===== config.mk =====
export PLATFORM = sky130hd
export DESIGN_NAME = fetch_unit
export DESIGN_NICKNAME = d
export VERILOG_FILES = /design/src/rtl/fetch_unit.sv
export SDC_FILE = /design/constraint.sdc
export NUM_CORES = 1
export LEC_CHECK = 0
export CORE_MARGIN = 4
export CORE_UTILIZATION = 42
export CTS_BUF_LIST = sky130_fd_sc_hd__clkbuf_8
export CTS_CLUSTER_SIZE = 16
export DETAILED_ROUTE_END_ITERATION = 10
export PLACE_DENSITY = 0.82
export SETUP_SLACK_MARGIN = 0.15
export SYNTH_ARGS = -nofsm -noshare
export SYNTH_HDL_FRONTEND = slang
export SYNTH_SLANG_ARGS = --single-unit

===== constraint.sdc =====
create_clock -name clk -period 3 [get_ports clk]
set_clock_uncertainty 0.15 [all_clocks]
set_input_delay 0.45 -clock clk [delete_from_list [all_inputs] [get_ports clk]]
set_output_delay 0.45 -clock clk [all_outputs]
set_load 0.05 [all_outputs]

===== src/rtl/fetch_unit.sv =====
// Instruction fetch unit: PC register, REQ/WAIT/IDLE fetch FSM and instruction register.
// Optional macro FETCH_MISALIGN_CHECK_EN rejects a misaligned next PC and raises misalign.
module fetch_unit #(
  parameter logic [31:0] RESET_PC = 32'h0000_0000
) (
  input  logic        clk,
  input  logic        rst,
  input  logic        pc_inc,
  input  logic        pc_sel,
  input  logic [31:0] pc_target,
  output logic        imem_req,
  output logic [31:0] imem_addr,
  input  logic        imem_gnt,
  input  logic        imem_rvalid,
  input  logic [31:0] imem_rdata,
  output logic [31:0] pc,
  output logic [31:0] instr,
  output logic        instr_valid,
  output logic        busy,
  output logic        misalign
);

  localparam logic [1:0]  ST_REQ  = 2'd0;
  localparam logic [1:0]  ST_WAIT = 2'd1;
  localparam logic [1:0]  ST_IDLE = 2'd2;
  localparam logic [31:0] NOP     = 32'h0000_0013;

  logic [1:0]  state_r;
  logic [1:0]  state_s;
  logic [31:0] pc_r;
  logic [31:0] pc_s;
  logic [31:0] cand_s;
  logic [31:0] instr_r;
  logic        req_r;
  logic        instr_valid_r;
  logic        busy_r;
  logic        misalign_r;
  logic        misalign_s;
  logic        load_s;

  function automatic logic [31:0] next_pc_f(input logic [31:0] cur, input logic sel,
                                            input logic [31:0] tgt);
    next_pc_f = sel ? tgt : cur + 32'd4;
  endfunction

  // Next-state, next-PC and instruction-load decode.
  always_comb begin
    state_s    = state_r;
    pc_s       = pc_r;
    misalign_s = misalign_r;
    load_s     = 1'b0;
    cand_s     = next_pc_f(pc_r, pc_sel, pc_target);
    case (state_r)
      ST_REQ: begin
        // req_r is low only in the first cycle after reset, before the request is visible.
        if (req_r && imem_gnt) begin
          state_s = ST_WAIT;
        end else begin
          state_s = ST_REQ;
        end
      end
      ST_WAIT: begin
        if (imem_rvalid) begin
          state_s = ST_IDLE;
          load_s  = 1'b1;
        end else begin
          state_s = ST_WAIT;
        end
      end
      ST_IDLE: begin
        if (pc_inc) begin
`ifdef FETCH_MISALIGN_CHECK_EN
          if (cand_s[1:0] != 2'b00) begin
            misalign_s = 1'b1;
            state_s    = ST_IDLE;
          end else begin
            pc_s       = cand_s;
            misalign_s = 1'b0;
            state_s    = ST_REQ;
          end
`else
          pc_s       = cand_s & 32'hFFFF_FFFC;
          misalign_s = 1'b0;
          state_s    = ST_REQ;
`endif
        end else begin
          state_s = ST_IDLE;
        end
      end
      default: begin
        state_s = ST_REQ;
      end
    endcase
  end

  // State, PC, instruction register and registered status outputs.
  always_ff @(posedge clk or posedge rst) begin
    if (rst) begin
      state_r       <= ST_REQ;
      pc_r          <= RESET_PC;
      instr_r       <= NOP;
      instr_valid_r <= 1'b0;
      req_r         <= 1'b0;
      busy_r        <= 1'b0;
      misalign_r    <= 1'b0;
    end else begin
      state_r       <= state_s;
      pc_r          <= pc_s;
      instr_r       <= load_s ? imem_rdata : instr_r;
      instr_valid_r <= load_s;
      req_r         <= (state_s == ST_REQ);
      busy_r        <= (state_s != ST_IDLE);
      misalign_r    <= misalign_s;
    end
  end

  assign imem_req    = req_r;
  assign imem_addr   = pc_r;
  assign pc          = pc_r;
  assign instr       = instr_r;
  assign instr_valid = instr_valid_r;
  assign busy        = busy_r;
  assign misalign    = misalign_r;

endmodule


==> metrics.md, run 1 <==
| Metric | Value |
|---|---|
| Outcome | `finished clean` |
| Overall Power | `6.692 mW` |
| Hold path start | `instr[4]` |
| Reg power frac | `26.3%` |
| Syn Area/Cell | `8.326 um^2` |
| Worst slew margin | `53.32%` |
| Delay-heaviest family, CP | `simple AND/OR/NAND/NOR gates` |
| Total number of vias | `3561` |
| Critical path type | `reg2reg` |
| Most frequent cells in the layout | `clkdlybuf4s50_1 (162), nand2_1 (114), dfrtp_1 (64), a21oi_1 (31), o21ai_0 (27)` |
| Reg clk slew, reported paths | `0.08 ns` |
| Die area | `0.009957 mm^2` |
| DR vias/cell | `5.379` |
| Initial antenna violation count | `0` |
| Overall Global Routing Usage | `21.15%` |
| Comb pwr share | `61.3%` |
| Final Hold Fails | `0` |
| R2R Path Start | `imem_addr[2]` |
| Peak supply drop | `0.0006681 V` |
| Iter 0 DRT Violations | `125` |
| Clock latency on the worst-skew pair | `0.34 ns` |
| CORE AREA | `0.008217 mm^2` |
| Clk Tree Root Cell | `clkbuf_8` |
| Die height | `99.79 um` |
| # placed instances | `646` |
| Gpl congestion | `0.7939` |
| Port bufs | `162` |
| Post-Route WL | `10.50 mm` |
| Core Rows | `33` |
| Mapped cell area | `0.003538 mm^2` |
| Post-cts sizing count | `0` |
| Switching Share | `53.69%` |
| Layout Cells excl Fill | `662` |
| Seq/Total Area, Yosys | `47.49%` |
| Place WS | `0.5945 ns` |
| DRT antenna net count | `0` |
| 1st-pass router iterations | `4` |
| Congestion Overflow GR | `0` |
| Crit end category | `flop` |
| Hold buffers post-CTS | `0` |
| Hold slack | `0.3154 ns` |
| P_int | `3.099 mW` |
| Initial core utilization | `43.06%` |
| Pwr dens | `1273 mW/mm^2` |
| Worst hold path depth | `2` |
| Final Net Count | `623` |
| Post-DP HPWL | `7.650 mm` |
| Max cap viols | `0` |
| Worst reg2reg path depth | `6` |
| CTS tree | `yes` |
| IO Pins | `170` |
| Max frequency | `415.0 MHz` |
| # diodes | `0` |
| Dpl cell area | `0.005039 mm^2` |
| FF+latch count, synth | `67` |
| Slowest CP cell | `nor3_1` |
| Final period util | `80.32%` |
| HP Class | `reg2reg` |
| Clock Path Buffers | `2` |
| Maximum level of the CTS H-tree | `3` |
| # setup viols final | `0` |
| Final WS setup | `0.5905 ns` |
| Gate Count Post-Synth | `425` |
| Distinct cell type count after synthesis | `41` |
| Worst Max-Slew Pin Slew | `0.6992 ns` |
| # Post-CTS Setup Buffers | `0` |
| Wire length per cell | `15.86 um` |
| Flop-to-flop setup slack | `0.59 ns` |
| Startpoint types | `flop` |
| Design area | `0.005255 mm^2` |
| FF-to-FF End | `imem_addr[28]` |
| Clock Power Share | `12.4%` |
| Share of cells above drive strength 1 | `6.822%` |
| Critical path, cell by cell | `ha_1 -> and3_1 -> nand4_1 -> nor3_1 -> a211oi_1 -> a211oi_1` |
| Crit path largest cell delay | `0.49 ns` |
| Final core utilization | `63.96%` |
| Sum Neg Setup Slack | `0 ns` |
| RSZ-0062 raised after global routing | `false` |
| Sink Count | `67` |
| CP Data Arrival Time | `2.50 ns` |
| Required @ worst endpoint | `3.09 ns` |
| CP max FO | `9` |
| Number of remaining DRC errors | `0` |
| Final min period | `2.410 ns` |
| First-pass GRT wire length | `16.98 mm` |
| CP Buf/Inv Count | `0` |
| CTS Buf Count | `9` |
| Lkg Pwr | `2.203 nW` |
| Fin. max-slew vios | `0` |
| CP dominant cell by count | `a211oi_1` |
| Vias in the first global route | `3542` |
| Hold Path End | `instr[4]` |
| Synth Warn # | `0` |
| Commonest non-fill, non-tap cell in the layout | `clkdlybuf4s50_1` |
| Sw power | `3.592 mW` |
| Die span in x | `99.79 um` |
| Area grow syn2layout | `48.51%` |
| Largest net degree at the start of global routing | `45` |
[worst register-to-register path: stages (launching register included)]
cell,delay [ns]
dfrtp_1,0.45
ha_1,0.23
and3_1,0.22
nand4_1,0.35
nor3_1,0.49
a211oi_1,0.14
a211oi_1,0.27
[routing by layer]
| metal | global-route usage, % | vias up | wire length, um |
|---|---|---|---|
| met3 | 7.714 | 12 | 1239 |
| met2 | 34.53 | 175 | 4962 |
| met5 | 0 | - | 0 |
| met1 | 25.90 | 1695 | 4151 |
| li1 | - | 1679 | - |
| met4 | 7.248 | 0 | 147 |
[final cells by class]
cell class                      instances  area, um^2
Clock buffer                            9       123.9
Inverter                                9       33.78
Clock inverter                          7       92.59
Sequential cell                        67        1680
Timing Repair Buffer                  172        1709
Multi-Input combinational cell        293        1484
Tap cell                              105       131.4
Fill cell                             695        2962
[kinds of logic after synthesis]
family	count (synthesis)	share of synthesized area (%)
mux	3	0.8840
other cells	1	0.1060
compound gates	94	15.95
simple gates	190	24.15
fa+ha+maj	1	0.3536
buf+inv	69	11.07
flops	67	47.49
[cell usage after synthesis]
master     number  area share (%)
nand4_1         5            0.88
mux2i_1         2            0.57
nand3b_1        3            0.64
or4b_2          1            0.28
mux2_2          1            0.32
and3_2          1            0.21
nand3_1        10             1.4
nand2b_1        3            0.53
buf_4          35             7.4
buf_2           1            0.14
or3_1           8             1.4
a21oi_1        31             4.4
o21a_1          3            0.64
nor3_1         10             1.4
nor3b_1         1            0.21
o2bb2ai_1       2            0.50
ha_1            1            0.35
clkbuf_1       22             2.3
a31oi_1         5            0.88
and4_1          3            0.74
a211oi_1        5             1.1
dfstp_2         3             2.2
nor2_1         18             1.9
o31ai_1         1            0.21
o21bai_1        1            0.21
o22a_1          3            0.74
a22oi_1         2            0.42
o22a_2          1            0.28
or2_2           2            0.35
o22ai_1         9             1.6
conb_1          1            0.11
o21ai_0        27             3.8
o311ai_2        1            0.46
nand2_1       114              12
nor4_1          5            0.88
or4_1           3            0.64
and3_1          3            0.53
inv_1           9            0.95
dfrtp_1        64              45
a2bb2oi_1       3            0.74
buf_1           2            0.21
[power groups by stage]
stage                     logic (mW)  registers [mW]  clock network [mW]
after detailed placement        4.12            1.77                   0
after CTS                       4.13            1.76               0.838
after global placement          4.07            1.73                   0
after global routing            4.29            1.84               0.880
final                           4.10            1.76               0.828
after floorplan                 1.56            3.07                   0
[worst max-delay path by stage]
stage,from,end,slack [ns],depth (start not counted)
after floorplan,imem_addr[2],imem_addr[24],0.65,6
after global placement,pc_inc,imem_addr[31],0.61,6
after detailed placement,pc_inc,imem_addr[31],0.59,6
after CTS,imem_addr[2],imem_addr[28],0.62,6
after global routing,imem_addr[2],imem_addr[28],0.40,6
final,imem_addr[2],imem_addr[28],0.59,6
[sequential cells by signal, summed over array words and instances (netlist names)]
signal,cells
instr_valid,1
busy,1
state_r,2
imem_addr,30
imem_req,1
instr,32
Note: power is estimated with default switching activity, not from simulation.
==> run 2, diff against run 1 <==
==> constraint.sdc (replaced) <==
create_clock -name clk -period 2.4 [get_ports clk]
set_clock_uncertainty 0.15 [all_clocks]
set_input_delay 0.36 -clock clk [delete_from_list [all_inputs] [get_ports clk]]
set_output_delay 0.36 -clock clk [all_outputs]
set_load 0.05 [all_outputs]
==> run 2 against run 1 <==
  * Combinational power up 27%
  * Wire length is 0.90% lower
  * Sequential share of layout area down 0.23 points
  * Non-clock buffer count grew 4
  * Worst setup slack lost 0.37 ns
  * Clock power up 29%
  * Worst hold slack worse by 0.0069 ns
==> metrics.md, run 2 (synthesis results as in run 1) <==
| Metric | Value |
|---|---|
| Port bufs | `162 (unchanged)` |
| Share of cells above drive strength 1 | `9.804% (+3.0 points)` |
| DRT antenna net count | `0 (unchanged)` |
| Area grow syn2layout | `51.13%` |
| # diodes | `0 (unchanged)` |
| Initial antenna violation count | `0 (unchanged)` |
| Clk Tree Root Cell | `clkbuf_8` |
| Lkg Pwr | `2.261 nW (+2.6%)` |
| Reg clk slew, reported paths | `0.07 ns (about the same)` |
| Worst Max-Slew Pin Slew | `0.5459 ns (-0.1533 ns)` |
| IO Pins | `170 (unchanged)` |
| Final period util | `90.74%` |
| Wire length per cell | `15.62 um (-1.5%)` |
| Overall Global Routing Usage | `20.79% (-0.37 points)` |
| Die height | `99.79 um (unchanged)` |
| Place WS | `0.2112 ns (-0.3832 ns)` |
| Worst slew margin | `63.49% (+10 points)` |
| Max frequency | `459.2 MHz` |
| RSZ-0062 raised after global routing | `false` |
| Critical path type | `reg2out` |
| Final min period | `2.178 ns` |
| Final core utilization | `65.08% (+1.1 points)` |
| Fillers | `656 (-5.6%)` |
| Commonest non-fill, non-tap cell in the layout | `clkdlybuf4s50_1` |
| Most frequent cells in the layout | `clkdlybuf4s50_1 (160), nand2_1 (114), dfrtp_1 (50), a21oi_1 (31), o21ai_0 (27)` |
| Maximum level of the CTS H-tree | `3 (unchanged)` |
| Levels on crit path | `1 (-5)` |
| FF-to-FF End | `imem_addr[24]` |
| CP Buf/Inv Count | `1 (+1)` |
| Final Net Count | `627 (+0.64%)` |
| Pwr dens | `1581 mW/mm^2 (+24%)` |
| DR vias/cell | `5.318 (-1.1%)` |
| Vias in the first global route | `3450 (-2.6%)` |
| CTS tree | `yes` |
| CP endpoint | `instr[4]` |
| Iter 0 DRT Violations | `156 (+25%)` |
| Clock Path Buffers | `2 (unchanged)` |
| Initial core utilization | `43.06% (unchanged)` |
| Core Rows | `33 (unchanged)` |
| Largest net degree at the start of global routing | `68 (+51%)` |
| HP Class | `reg2reg` |
| Max cap viols | `0 (unchanged)` |
| Multi-input logic area | `0.001484 mm^2 (unchanged)` |
| CTS Buf Count | `9 (unchanged)` |
| CP Data Arrival Time | `1.67 ns (-0.83 ns)` |
| Congestion Overflow GR | `0 (unchanged)` |
| Worst reg2reg path depth | `7 (+1)` |
| Crit end category | `output pin` |
| Final Hold Fails | `0 (unchanged)` |
| CP max FO | `2 (-7)` |
| Total number of vias | `3542 (-0.53%)` |
| Flop-to-flop setup slack | `0.27 ns (-0.32 ns)` |
| Outcome | `finished clean` |
| Sink Count | `67 (unchanged)` |
| 1st-pass router iterations | `4 (unchanged)` |
| Number of remaining DRC errors | `0 (unchanged)` |
| # setup viols final | `0 (unchanged)` |
| Slowest CP cell | `clkdlybuf4s50_1` |
| Final WS setup | `0.2224 ns (-0.3681 ns)` |
| Startpoint types | `flop` |
| Die area | `0.009957 mm^2 (unchanged)` |
| First-pass GRT wire length | `16.68 mm (-1.8%)` |
| Critical Path Start | `instr[4]` |
| Crit path largest cell delay | `0.80 ns (+0.31 ns)` |
| Gpl congestion | `0.8114 (+2.2%)` |
| Clock latency on the worst-skew pair | `0.34 ns (about the same)` |
| Sum Neg Setup Slack | `0 ns (unchanged)` |
| Hold buffers post-CTS | `0 (unchanged)` |
| Post-DP HPWL | `7.400 mm (-3.3%)` |
| Die span in x | `99.79 um (unchanged)` |
| Delay-heaviest family, CP | `buffers and inverters` |
| Seq. cell area | `0.001698 mm^2 (+1.0%)` |
| Required @ worst endpoint | `1.89 ns (-1.20 ns)` |
| Largest register FFs | `32 (unchanged)` |
| CORE AREA | `0.008217 mm^2 (unchanged)` |
| Post-Route WL | `10.41 mm (-0.90%)` |
| Peak supply drop | `0.0009465 V (+42%)` |
| R2R Path Start | `imem_addr[2]` |
| Fin. max-slew vios | `0 (unchanged)` |
| Critical path, cell by cell | `clkdlybuf4s50_1` |
## run 2: cell types whose count changed in the layout (fill, tap and decap cells not counted), sizes merged
cell | before | now
buf | 10 | 14
clkbuf | 9 | 11
clkdlybuf4s50 | 162 | 160
clkinv | 2 | 1
clkinvlp | 3 | 2
dlymetal6s2s | 0 | 2
## run 2: how the worst min path moves through the flow
stage                  start  endpoint  slack, ns  cells after the start
5_1_grt             instr[1]  instr[1]       0.33                      2
2_1_floorplan  imem_rdata[0]  instr[0]       0.29                      2
3_3_place_gp        instr[4]  instr[4]       0.30                      2
4_1_cts             instr[1]  instr[1]       0.31                      2
6_report            instr[1]  instr[1]       0.31                      2
3_5_place_dp        instr[1]  instr[1]       0.30                      2
## run 2: worst min-delay path: stages (launching register included)
cell and delay (ns):
dfstp_2 0.37, nand2_1 0.05, nand2_1 0.04
## run 2: cell type report
cell class	instances	area share, %
repair buffers	176	33.08
flip-flops and latches	67	31.75
multi-input cells	293	27.75
clock buffers	11	2.831
well taps	105	2.457
clock inverters	5	1.427
inverters	9	0.7019
## run 2: metal layers
layer | routed length [um] | GRT usage [%] | share of wire, %
met2 | 4972 | 33.45 | 48
met1 | 3999 | 24.84 | 38
met5 | 0 | 0 | 0
met4 | 173 | 8.193 | 1.7
met3 | 1260 | 8.478 | 12
## run 2: timing repair
action	in CTS	in global routing
buffers inserted	0	1
endpoints found under the hold margin	0	0
endpoints found under the setup margin	0	8
resized for setup	0	2
## run 2: power by group
part / switching [mW] / internal (mW) / total [mW]
sequential: 0.519 / 1.68 / 2.20
combinational: 3.51 / 1.67 / 5.19
clock: 0.433 / 0.637 / 1.07
total: 4.47 / 3.99 / 8.46
## run 2: stage by stage
step / instance area (um^2) / std cells / hold slack (ns) / power [mW]
floorplan: 3575 / 429 / 0.2932 / 5.819
global placement: 5107 / 649 / 0.2973 / 7.311
detailed placement: 5107 / 649 / 0.3023 / 7.416
CTS: 5335 / 665 / 0.3143 / 8.505
global route: 5348 / 666 / 0.3332 / 8.880
finish: 5348 / 666 / 0.3084 / 8.457
==> run 3, diff against run 2 <==
--- a/config.mk
+++ b/config.mk
@@ -5,6 +5,7 @@
 export SDC_FILE = /design/constraint.sdc
 export NUM_CORES = 1
 export LEC_CHECK = 0
+export ABC_CLOCK_PERIOD_IN_PS = 2400
 export CORE_MARGIN = 4
 export CORE_UTILIZATION = 42
 export CTS_BUF_LIST = sky130_fd_sc_hd__clkbuf_8
==> results of run 3 <==
Final layout, timing and power as in run 2 (identical DEF).
